`src/rtl/spi_pkg.sv`:
```
// Shared definitions for the SPI mode-0 target: FSM encoding, default command
// bytes and the field layout of the 32-bit cmd_addr word.
package spi_pkg;

    typedef enum logic [2:0] {
        ST_IDLE,
        ST_CMD_ADDR,
        ST_RD_DATA,
        ST_WR_DATA,
        ST_IGNORE
    } state_t;

    localparam logic [7:0] CMD_READ_DEF  = 8'h03;
    localparam logic [7:0] CMD_WRITE_DEF = 8'h02;

    localparam int CMD_MSB  = 31;
    localparam int CMD_LSB  = 24;
    localparam int ADDR_MSB = 23;
    localparam int ADDR_LSB = 0;

    localparam logic [5:0] FRAME_BITS = 6'd32;

    function automatic logic [7:0] cmd_of(input logic [31:0] cmd_addr);
        return cmd_addr[CMD_MSB:CMD_LSB];
    endfunction

    function automatic logic [23:0] addr_of(input logic [31:0] cmd_addr);
        return cmd_addr[ADDR_MSB:ADDR_LSB];
    endfunction

endpackage

```
`src/rtl/spi_sync_edge.sv`:
```
// Multi-flop synchronizer for one asynchronous SPI pin, with single-clk
// rise/fall pulses derived from the synchronized level and its previous value.
module spi_sync_edge #(
    parameter int SYNC_STAGES = 2
) (
    input  logic clk,
    input  logic rst_n,
    input  logic i_d,
    output logic o_level,
    output logic o_rise,
    output logic o_fall
);

    logic [SYNC_STAGES-1:0] r_sync;
    logic                   r_prev;

    // Reset to 0 so a chip select held low across reset never fakes a cs_fall.
    always_ff @(posedge clk) begin
        if (!rst_n) begin
            r_sync <= '0;
            r_prev <= 1'b0;
        end else begin
            r_sync <= {r_sync[SYNC_STAGES-2:0], i_d};
            r_prev <= r_sync[SYNC_STAGES-1];
        end
    end

    assign o_level = r_sync[SYNC_STAGES-1];
    assign o_rise  = r_sync[SYNC_STAGES-1] & ~r_prev;
    assign o_fall  = ~r_sync[SYNC_STAGES-1] & r_prev;

endmodule

```
`src/rtl/spi_slave_target.sv`:
```
// SPI mode-0 (CPOL=0, CPHA=0, MSB first) target: decodes a 32-bit cmd_addr
// header into a backend request, serves read data on MISO, collects write data.
module spi_slave_target
    import spi_pkg::*;
#(
    parameter logic [7:0] CMD_READ    = CMD_READ_DEF,
    parameter logic [7:0] CMD_WRITE   = CMD_WRITE_DEF,
    parameter int         SYNC_STAGES = 2
) (
    input  logic        clk,
    input  logic        rst_n,
    input  logic        spi_clk,
    input  logic        spi_cs_n,
    input  logic        spi_mosi,
    output logic        spi_miso,
    output logic        req_valid,
    output logic        req_write,
    output logic [23:0] req_addr,
    input  logic        rd_valid,
    input  logic [31:0] rd_data,
    output logic        wr_valid,
    output logic [31:0] wr_data,
    output logic [5:0]  wr_bits,
    output logic        rd_underrun
);

    logic w_sck_level_unused, w_sck_rise, w_sck_fall;
    logic w_cs_level_unused, w_cs_rise, w_cs_fall;
    logic w_mosi, w_mosi_rise_unused, w_mosi_fall_unused;

    spi_sync_edge #(.SYNC_STAGES(SYNC_STAGES)) u_sync_sck (
        .clk(clk), .rst_n(rst_n), .i_d(spi_clk),
        .o_level(w_sck_level_unused), .o_rise(w_sck_rise), .o_fall(w_sck_fall)
    );

    spi_sync_edge #(.SYNC_STAGES(SYNC_STAGES)) u_sync_cs (
        .clk(clk), .rst_n(rst_n), .i_d(spi_cs_n),
        .o_level(w_cs_level_unused), .o_rise(w_cs_rise), .o_fall(w_cs_fall)
    );

    spi_sync_edge #(.SYNC_STAGES(SYNC_STAGES)) u_sync_mosi (
        .clk(clk), .rst_n(rst_n), .i_d(spi_mosi),
        .o_level(w_mosi), .o_rise(w_mosi_rise_unused), .o_fall(w_mosi_fall_unused)
    );

    state_t      r_state;
    logic [5:0]  r_bit_cnt;
    logic [31:0] r_shift_in;
    logic [30:0] r_shift_out;   // bit 31 already lives on spi_miso
    logic [31:0] r_wr_shift;
    logic        r_loaded;
    logic        r_fell;
    logic        r_dphase;

    always_ff @(posedge clk) begin
        if (!rst_n) begin
            r_state     <= ST_IDLE;
            r_bit_cnt   <= '0;
            r_shift_in  <= '0;
            r_shift_out <= '0;
            r_wr_shift  <= '0;
            r_loaded    <= 1'b0;
            r_fell      <= 1'b0;
            r_dphase    <= 1'b0;
            spi_miso    <= 1'b0;
            req_valid   <= 1'b0;
            req_write   <= 1'b0;
            req_addr    <= '0;
            wr_valid    <= 1'b0;
            wr_data     <= '0;
            wr_bits     <= '0;
            rd_underrun <= 1'b0;
        end else begin
            req_valid   <= 1'b0;
            wr_valid    <= 1'b0;
            rd_underrun <= 1'b0;
            if (r_state != ST_IDLE && w_cs_rise) begin
                r_state  <= ST_IDLE;
                spi_miso <= 1'b0;
                if (r_state == ST_WR_DATA && r_bit_cnt != 6'd0) begin
                    wr_valid <= 1'b1;
                    wr_data  <= r_wr_shift;
                    wr_bits  <= r_bit_cnt;
                end
            end else begin
                case (r_state)
                    ST_IDLE: begin
                        spi_miso <= 1'b0;
                        if (w_cs_fall) begin
                            r_state    <= ST_CMD_ADDR;
                            r_bit_cnt  <= '0;
                            r_shift_in <= '0;
                        end
                    end
                    ST_CMD_ADDR: begin
                        if (r_bit_cnt == FRAME_BITS) begin
                            r_bit_cnt <= '0;
                            if (cmd_of(r_shift_in) == CMD_READ) begin
                                r_state     <= ST_RD_DATA;
                                req_valid   <= 1'b1;
                                req_write   <= 1'b0;
                                req_addr    <= addr_of(r_shift_in);
                                r_shift_out <= '0;
                                r_loaded    <= 1'b0;
                                r_fell      <= 1'b0;
                                r_dphase    <= 1'b0;
                            end else if (cmd_of(r_shift_in) == CMD_WRITE) begin
                                r_state    <= ST_WR_DATA;
                                req_valid  <= 1'b1;
                                req_write  <= 1'b1;
                                req_addr   <= addr_of(r_shift_in);
                                r_wr_shift <= '0;
                            end else begin
                                r_state <= ST_IGNORE;
                            end
                        end else if (w_sck_rise) begin
                            r_shift_in <= {r_shift_in[30:0], w_mosi};
                            r_bit_cnt  <= r_bit_cnt + 6'd1;
                        end
                    end
                    ST_RD_DATA: begin
                        // The trailing fall of the last header bit is not a data edge.
                        if (w_sck_rise)
                            r_dphase <= 1'b1;
                        if (w_sck_fall && r_dphase) begin
                            r_fell <= 1'b1;
                            if (r_loaded) begin
                                spi_miso    <= r_shift_out[30];
                                r_shift_out <= {r_shift_out[29:0], 1'b0};
                            end else if (!r_fell && rd_valid) begin
                                r_loaded    <= 1'b1;
                                spi_miso    <= rd_data[30];
                                r_shift_out <= {rd_data[29:0], 1'b0};
                            end else if (!r_fell) begin
                                rd_underrun <= 1'b1;
                            end
                        end else if (rd_valid && !r_loaded && !r_fell) begin
                            r_loaded    <= 1'b1;
                            spi_miso    <= rd_data[31];
                            r_shift_out <= rd_data[30:0];
                        end
                    end
                    ST_WR_DATA: begin
                        if (w_sck_rise) begin
                            r_wr_shift <= {r_wr_shift[30:0], w_mosi};
                            if (r_bit_cnt != FRAME_BITS)
                                r_bit_cnt <= r_bit_cnt + 6'd1;
                        end
                    end
                    default: begin
                        spi_miso <= 1'b0;
                    end
                endcase
            end
        end
    end

endmodule
```
`config.mk`:
```
export PLATFORM = sky130hd
export DESIGN_NAME = spi_slave_target
export DESIGN_NICKNAME = d
export VERILOG_FILES = /design/src/rtl/spi_pkg.sv /design/src/rtl/spi_sync_edge.sv /design/src/rtl/spi_slave_target.sv
export SDC_FILE = /design/constraint.sdc
export NUM_CORES = 1
export LEC_CHECK = 0
export BUFFER_PORTS_ARGS = -buffer_cell sky130_fd_sc_hd__buf_2
export CAP_MARGIN = 10
export CORE_ASPECT_RATIO = 0.6
export CORE_UTILIZATION = 55
export DETAILED_ROUTE_END_ITERATION = 10
export GPL_ROUTABILITY_DRIVEN = 0
export PLACE_DENSITY_LB_ADDON = 0.1
export SETUP_SLACK_MARGIN = 0.3
export SLEW_MARGIN = 20
export SYNTH_ARGS = -nofsm -noshare
export SYNTH_HDL_FRONTEND = slang
export SYNTH_SLANG_ARGS = --single-unit
```
`constraint.sdc`:
```
create_clock -name clk -period 3.1 [get_ports clk]
set_clock_uncertainty 0.2 [all_clocks]
set_input_delay 0.465 -clock clk [delete_from_list [all_inputs] [get_ports clk]]
set_output_delay 0.465 -clock clk [all_outputs]
set_load 0.1 [all_outputs]
```
# After elaboration in Yosys (flattened, before gate mapping)
# Cells that the tools add are included.
dict set report word_totals {
  out_inout_bits 67
  regBits 182
  word_cells 141
}
dict set report classes {
  add_sub_neg 1
  muxes 51
  bitwise 15
  n_eq_ne 21
  reduce_logical 32
}
# cell n
set op_table {}
lappend op_table {{32-bit 2-to-1 mux} 7}
lappend op_table {{31-bit 2-to-1 mux} 6}
lappend op_table {{32-bit one-hot mux with 2 select lines} 2}
lappend op_table {{31-bit one-hot mux with 2 select lines} 1}
lappend op_table {{24-bit 2-to-1 mux} 2}
lappend op_table {{6-bit 2-to-1 mux} 5}
lappend op_table {{5-bit AND reduction} 4}
lappend op_table {{1-bit 2-to-1 mux} 18}
lappend op_table {{6-bit one-hot mux with 3 select lines} 1}
lappend op_table {{6-bit AND reduction} 3}
lappend op_table {{8-bit by 2-bit == test with 1-bit output (second input constant)} 2}
lappend op_table {{3-bit 2-to-1 mux} 4}
lappend op_table {{2-bit inequality test (second input constant)} 6}
lappend op_table {{1-bit NOT} 11}
lappend op_table {{2-bit by 1-bit inequality test with 1-bit output (second input constant)} 5}
lappend op_table {{1-bit one-hot mux with 2 select lines} 4}
lappend op_table {{2-bit nonzero test} 4}
lappend op_table {{6-bit by 1-bit adder with 6-bit output (second input constant)} 1}
lappend op_table {{3-bit by 2-bit == test with 1-bit output (second input constant)} 2}
lappend op_table {{6-bit == test (second input constant)} 1}
lappend op_table {{1-bit logical AND} 6}
lappend op_table {{6-bit inequality test (second input constant)} 1}
lappend op_table {{3-bit one-hot mux with 2 select lines} 1}
lappend op_table {{3-bit AND reduction} 2}
lappend op_table {{14 further kinds} 21}

# Logic depth before layout (Yosys ltp)
dict set report logic_depth {
  ltp_word 6
  mapped_depth 9
  mapped_depth_nobuf 7
}

# Modules after synthesis
# From an unflattened synthesis, not the netlist that was laid out.
dict set report hier_totals {
  cells_unflattened 922
  area_unflattened_um2 7902.6
}
# mod n_inst area_each_um2 seq_area_each_um2 cells_each
set by_module_without_submodules {}
lappend by_module_without_submodules {spi_slave_target 1 7628.6 3483.3 898}
lappend by_module_without_submodules {spi_sync_edge 3 91.3 60.1 8}

# Least setup slack after synthesis
# OpenSTA, ideal clock, no wires.
dict set report synth_timing {
  path_type {reg-to-reg}
  from {register r_bit_cnt[0]}
  to {register r_shift_out[1]}
  path_slack_ns 0.912
  period_less_slack_ns 2.188
  setup_ns 0.124
  n_path_buf 2
  stages_incl_launch_ff 10
  t_arrival_ns 1.865
  cell_sequence {dfxtp_1 inv_1 ha_1 nor4b_4 and2_1 a311o_2 and3b_1 buf_4 buf_6 mux2i_1}
}
dict set report synth_between {
  elab_chain_cells 3
}
# item line
set synth_lines {}
lappend synth_lines {{from (decl)} spi_slave_target.sv:47} ;# logic [5:0] r_bit_cnt;
lappend synth_lines {{from (signal assigned)} spi_slave_target.sv:118} ;# r_bit_cnt <= r_bit_cnt + 6'd1;
lappend synth_lines {{from (signal assigned)} spi_slave_target.sv:147} ;# r_bit_cnt <= r_bit_cnt + 6'd1;
lappend synth_lines {{6-bit == test} spi_slave_target.sv:96} ;# if (r_bit_cnt == FRAME_BITS) begin
lappend synth_lines {{2-bit inequality test (no source line)} --}
lappend synth_lines {{6-bit AND reduction (no source line)} --}
lappend synth_lines {{to (signal assigned)} spi_slave_target.sv:129} ;# r_shift_out <= {r_shift_out[29:0], 1'b0};
lappend synth_lines {{to (signal assigned)} spi_slave_target.sv:133} ;# r_shift_out <= {rd_data[29:0], 1'b0};
lappend synth_lines {{to (signal assigned)} spi_slave_target.sv:140} ;# r_shift_out <= rd_data[30:0];
lappend synth_lines {{to (decl)} spi_slave_target.sv:49} ;# logic [30:0] r_shift_out;
# Every way passes these cells.
# A chain may end at the register's enable or synchronous reset.

# Worst setup path after layout
dict set report layout_timing {
  from {register r_bit_cnt[0]}
  to {register r_shift_out[9]}
}
# Same word-level chain as after synthesis.

==> run metrics <==
Clock Tree Root clkbuf_16; RSZ-0062 raised after global routing no; EDFF count, synth 0; ys async rst share 0; WS Path Type flop to flop; H-tree depth 4; Synth Flop Type dfxtp_1; sequential share of the synthesized area 0.483; switching share of power 0.223; dpl cell area 8090 um2; Peak Freq 382 MHz; post-synth top area cell dfxtp_1; vias in the first global route 5873; Worst Setup End Kind flop; share of the synthesized area in the top cell type 0.483; outcome completed; Max-Cap Viols 0; TritonCTS clock tree done; top cells by count, synth 254 x nand2_1, 182 x dfxtp_1, 94 x mux2i_1; GR Layer Usage met3 0.0590; vias per std cell roughly 5.6; post-DP HPWL between 10000 and 15000 um; first-pass GRT wire length 28500 um; share of cells above drive strength 1 0.180; initial antenna violation count 0; Nets 982; Port Buffers roughly 100; Yosys cell types 51; Non-Filler Cell Area, Final between 8000 and 9000 um2; Tmin final 2.62 ns; met1 usage 0.337; Synth Cell Area 7550 um2; Fin Setup TNS 0 ns; global routing's busiest layer met2; maximum fanout along the worst path 31; HP Class input port to flop; Placed Cells incl. Taps roughly 1100; final setup fails 0; DR iter-0 viols 371; worst endpoint data arrival time 2.77 ns; total CTS buffers 17; Crit path required time 3.25 ns; Comb power frac 0.029; sequential share of power 0.491; Ys Warns 0; Hold WS 0.0554 ns; num ports 105; fin. max-slew vios 0; number of diodes 0; Sink Count 182; cells after synthesis 869; CP Launch Type flop; VDD IR-drop max 294 uV; final WL 17200 um; GR Layer Usage met2 0.395; gr ovfl total 0; largest net degree at the start of global routing 72; relative slew slack 0.502; syn nets 909; Post-CTS Hold Fix Bufs 0; Synth Register Bits about 180; Die Area 14200 um2; Fin. Hold Viols 0; Power Dens Cells between 500 and 600 nW/um2; area grow syn2layout 15.6%; Reg clk slew, reported paths 0.08 ns; Final Util 0.666; initial core utilization 0.577; worst skew pair latency 0.42 ns; Rows 32; Leak Pwr around 0.0033 uW; post-route ant nets 0; CTS Buffer Depth 2; Power Internal 3710 uW; GRT Overall Usage 0.249; drt pass-1 iters 5; DRC violations left 0; final std cells w/o fill around 1100; WL per Instance around 15 um; Clock power frac 0.480; switching power 1070 uW; most common cell in the netlist nand2_1; core area approximately 13000 um2; Syn Area/Cell 8.69 um2; Die Height 92.7 um; Final Cycle Share 0.845; slew at the pin closest to its max-slew limit about 0.75 ns; die extent in x approximately 150 um; via count around 6300; synth top area cells dfxtp_1 48%, nand2_1 13%, mux2i_1 12%
==> worst max-delay path, stage by stage (launching register included) <==
cell     delay (ns)
dfxtp_1        0.35
inv_1          0.08
ha_1           0.16
nor4b_4        0.39
and2_1         0.21
a311o_2        0.22
and3b_4        0.63
mux2i_1        0.29
==> power groups by stage <==
stage	Combinational [uW]	Clock [uW]	Sequential, uW
floorplan	87.9	0	2400
global placement	132	0	2400
detailed placement	135	0	2400
CTS	137	2320	2350
global route	151	2420	2350
finish	139	2290	2350
==> through the flow <==
step / power (uW) / setup slack, ns
after CTS: 4800 / 0.467
after global placement: 2530 / 0.407
after detailed placement: 2540 / 0.267
after global routing: 4920 / 0.334
after floorplan: 2490 / 0.912
final: 4780 / 0.481
==> kinds of logic after synthesis <==
family,synth area share
xor+xnor,0.00116
flops,0.483
mux,0.125
fa+ha+maj,0.00464
buf+inv,0.0494
simple gates,0.200
compound gates,0.138
==> metal layers <==
layer  up-vias  routed length (um)  part of all wire
li1       3112                   -                 -
met1      2968                8490              0.49
met2       169                7660              0.45
met3        14                 894             0.052
met4         0                 128            0.0075
met5         -                   0                 0
==> path summary, 6_finish.rpt <==
| path | startpoint | to | slack (ns) | cells past startpoint |
|---|---|---|---|---|
| min reg2reg | u_sync_cs.r_sync[0]$_SDFF_PN0_ | u_sync_cs.r_sync[1]$_SDFF_PN0_ | 0.23 | 1 |
| max reg2reg | r_bit_cnt[0]$_SDFFE_PN0P_ | r_shift_out[9]$_SDFFE_PN0P_ | 0.48 | 7 |
| min | spi_cs_n | u_sync_cs.r_sync[0]$_SDFF_PN0_ | 0.06 | 2 |
| max | r_bit_cnt[0]$_SDFFE_PN0P_ | r_shift_out[9]$_SDFFE_PN0P_ | 0.48 | 7 |
==> cell type report <==
cell class	instances	area [um2]
Clock buffer	19	443
Clock inverter	13	184
Fill cell	1075	4370
Inverter	6	23.8
Multi-Input combinational cell	613	3560
Sequential cell	182	3640
Tap cell	170	213
Timing Repair Buffer	122	656
==> cell usage in the layout (no fill, tap or decap), drive strengths merged, types with 2 or more instances in the layout <==
master / count
nand2b: 3
or4b: 2
a31oi: 2
o211ai: 30
nor3: 6
ha: 2
mux2i: 94
nand2: 255
nor2: 47
a22oi: 35
and3: 2
bufinv: 3
o21a: 2
nor4b: 2
nor2b: 3
nand3: 11
and2: 10
o21ai: 4
a21oi: 72
o221a: 2
buf: 122
nand3b: 3
a21o: 2
a211oi: 2
inv: 12
clkbuf: 19
nor4: 2
and3b: 2
nor3b: 2
clkinv: 3
or3: 3
dfxtp: 182
==> state kept, by name, summed over array words and instances (netlist names) <==
register	cells
r_bit_cnt	6
r_dphase	1
r_fell	1
r_loaded	1
r_shift_in	32
r_shift_out	31
r_state	3
r_wr_shift	32
rd_underrun	1
req_addr	24
req_valid	1
req_write	1
spi_miso	1
u_sync_cs.r_prev	1
u_sync_cs.r_sync	2
u_sync_mosi.r_sync	2
u_sync_sck.r_prev	1
u_sync_sck.r_sync	2
wr_bits	6
wr_data	32
wr_valid	1
==> repair_timing <==
action | in CTS | in global routing
setup buffers | 0 | 1
hold endpoints to repair | 0 | 0
gates resized for setup | 1 | 1
pin swaps | 0 | 1
endpoints found under the setup margin | 1 | 12
(Power assumes the default switching activity.)
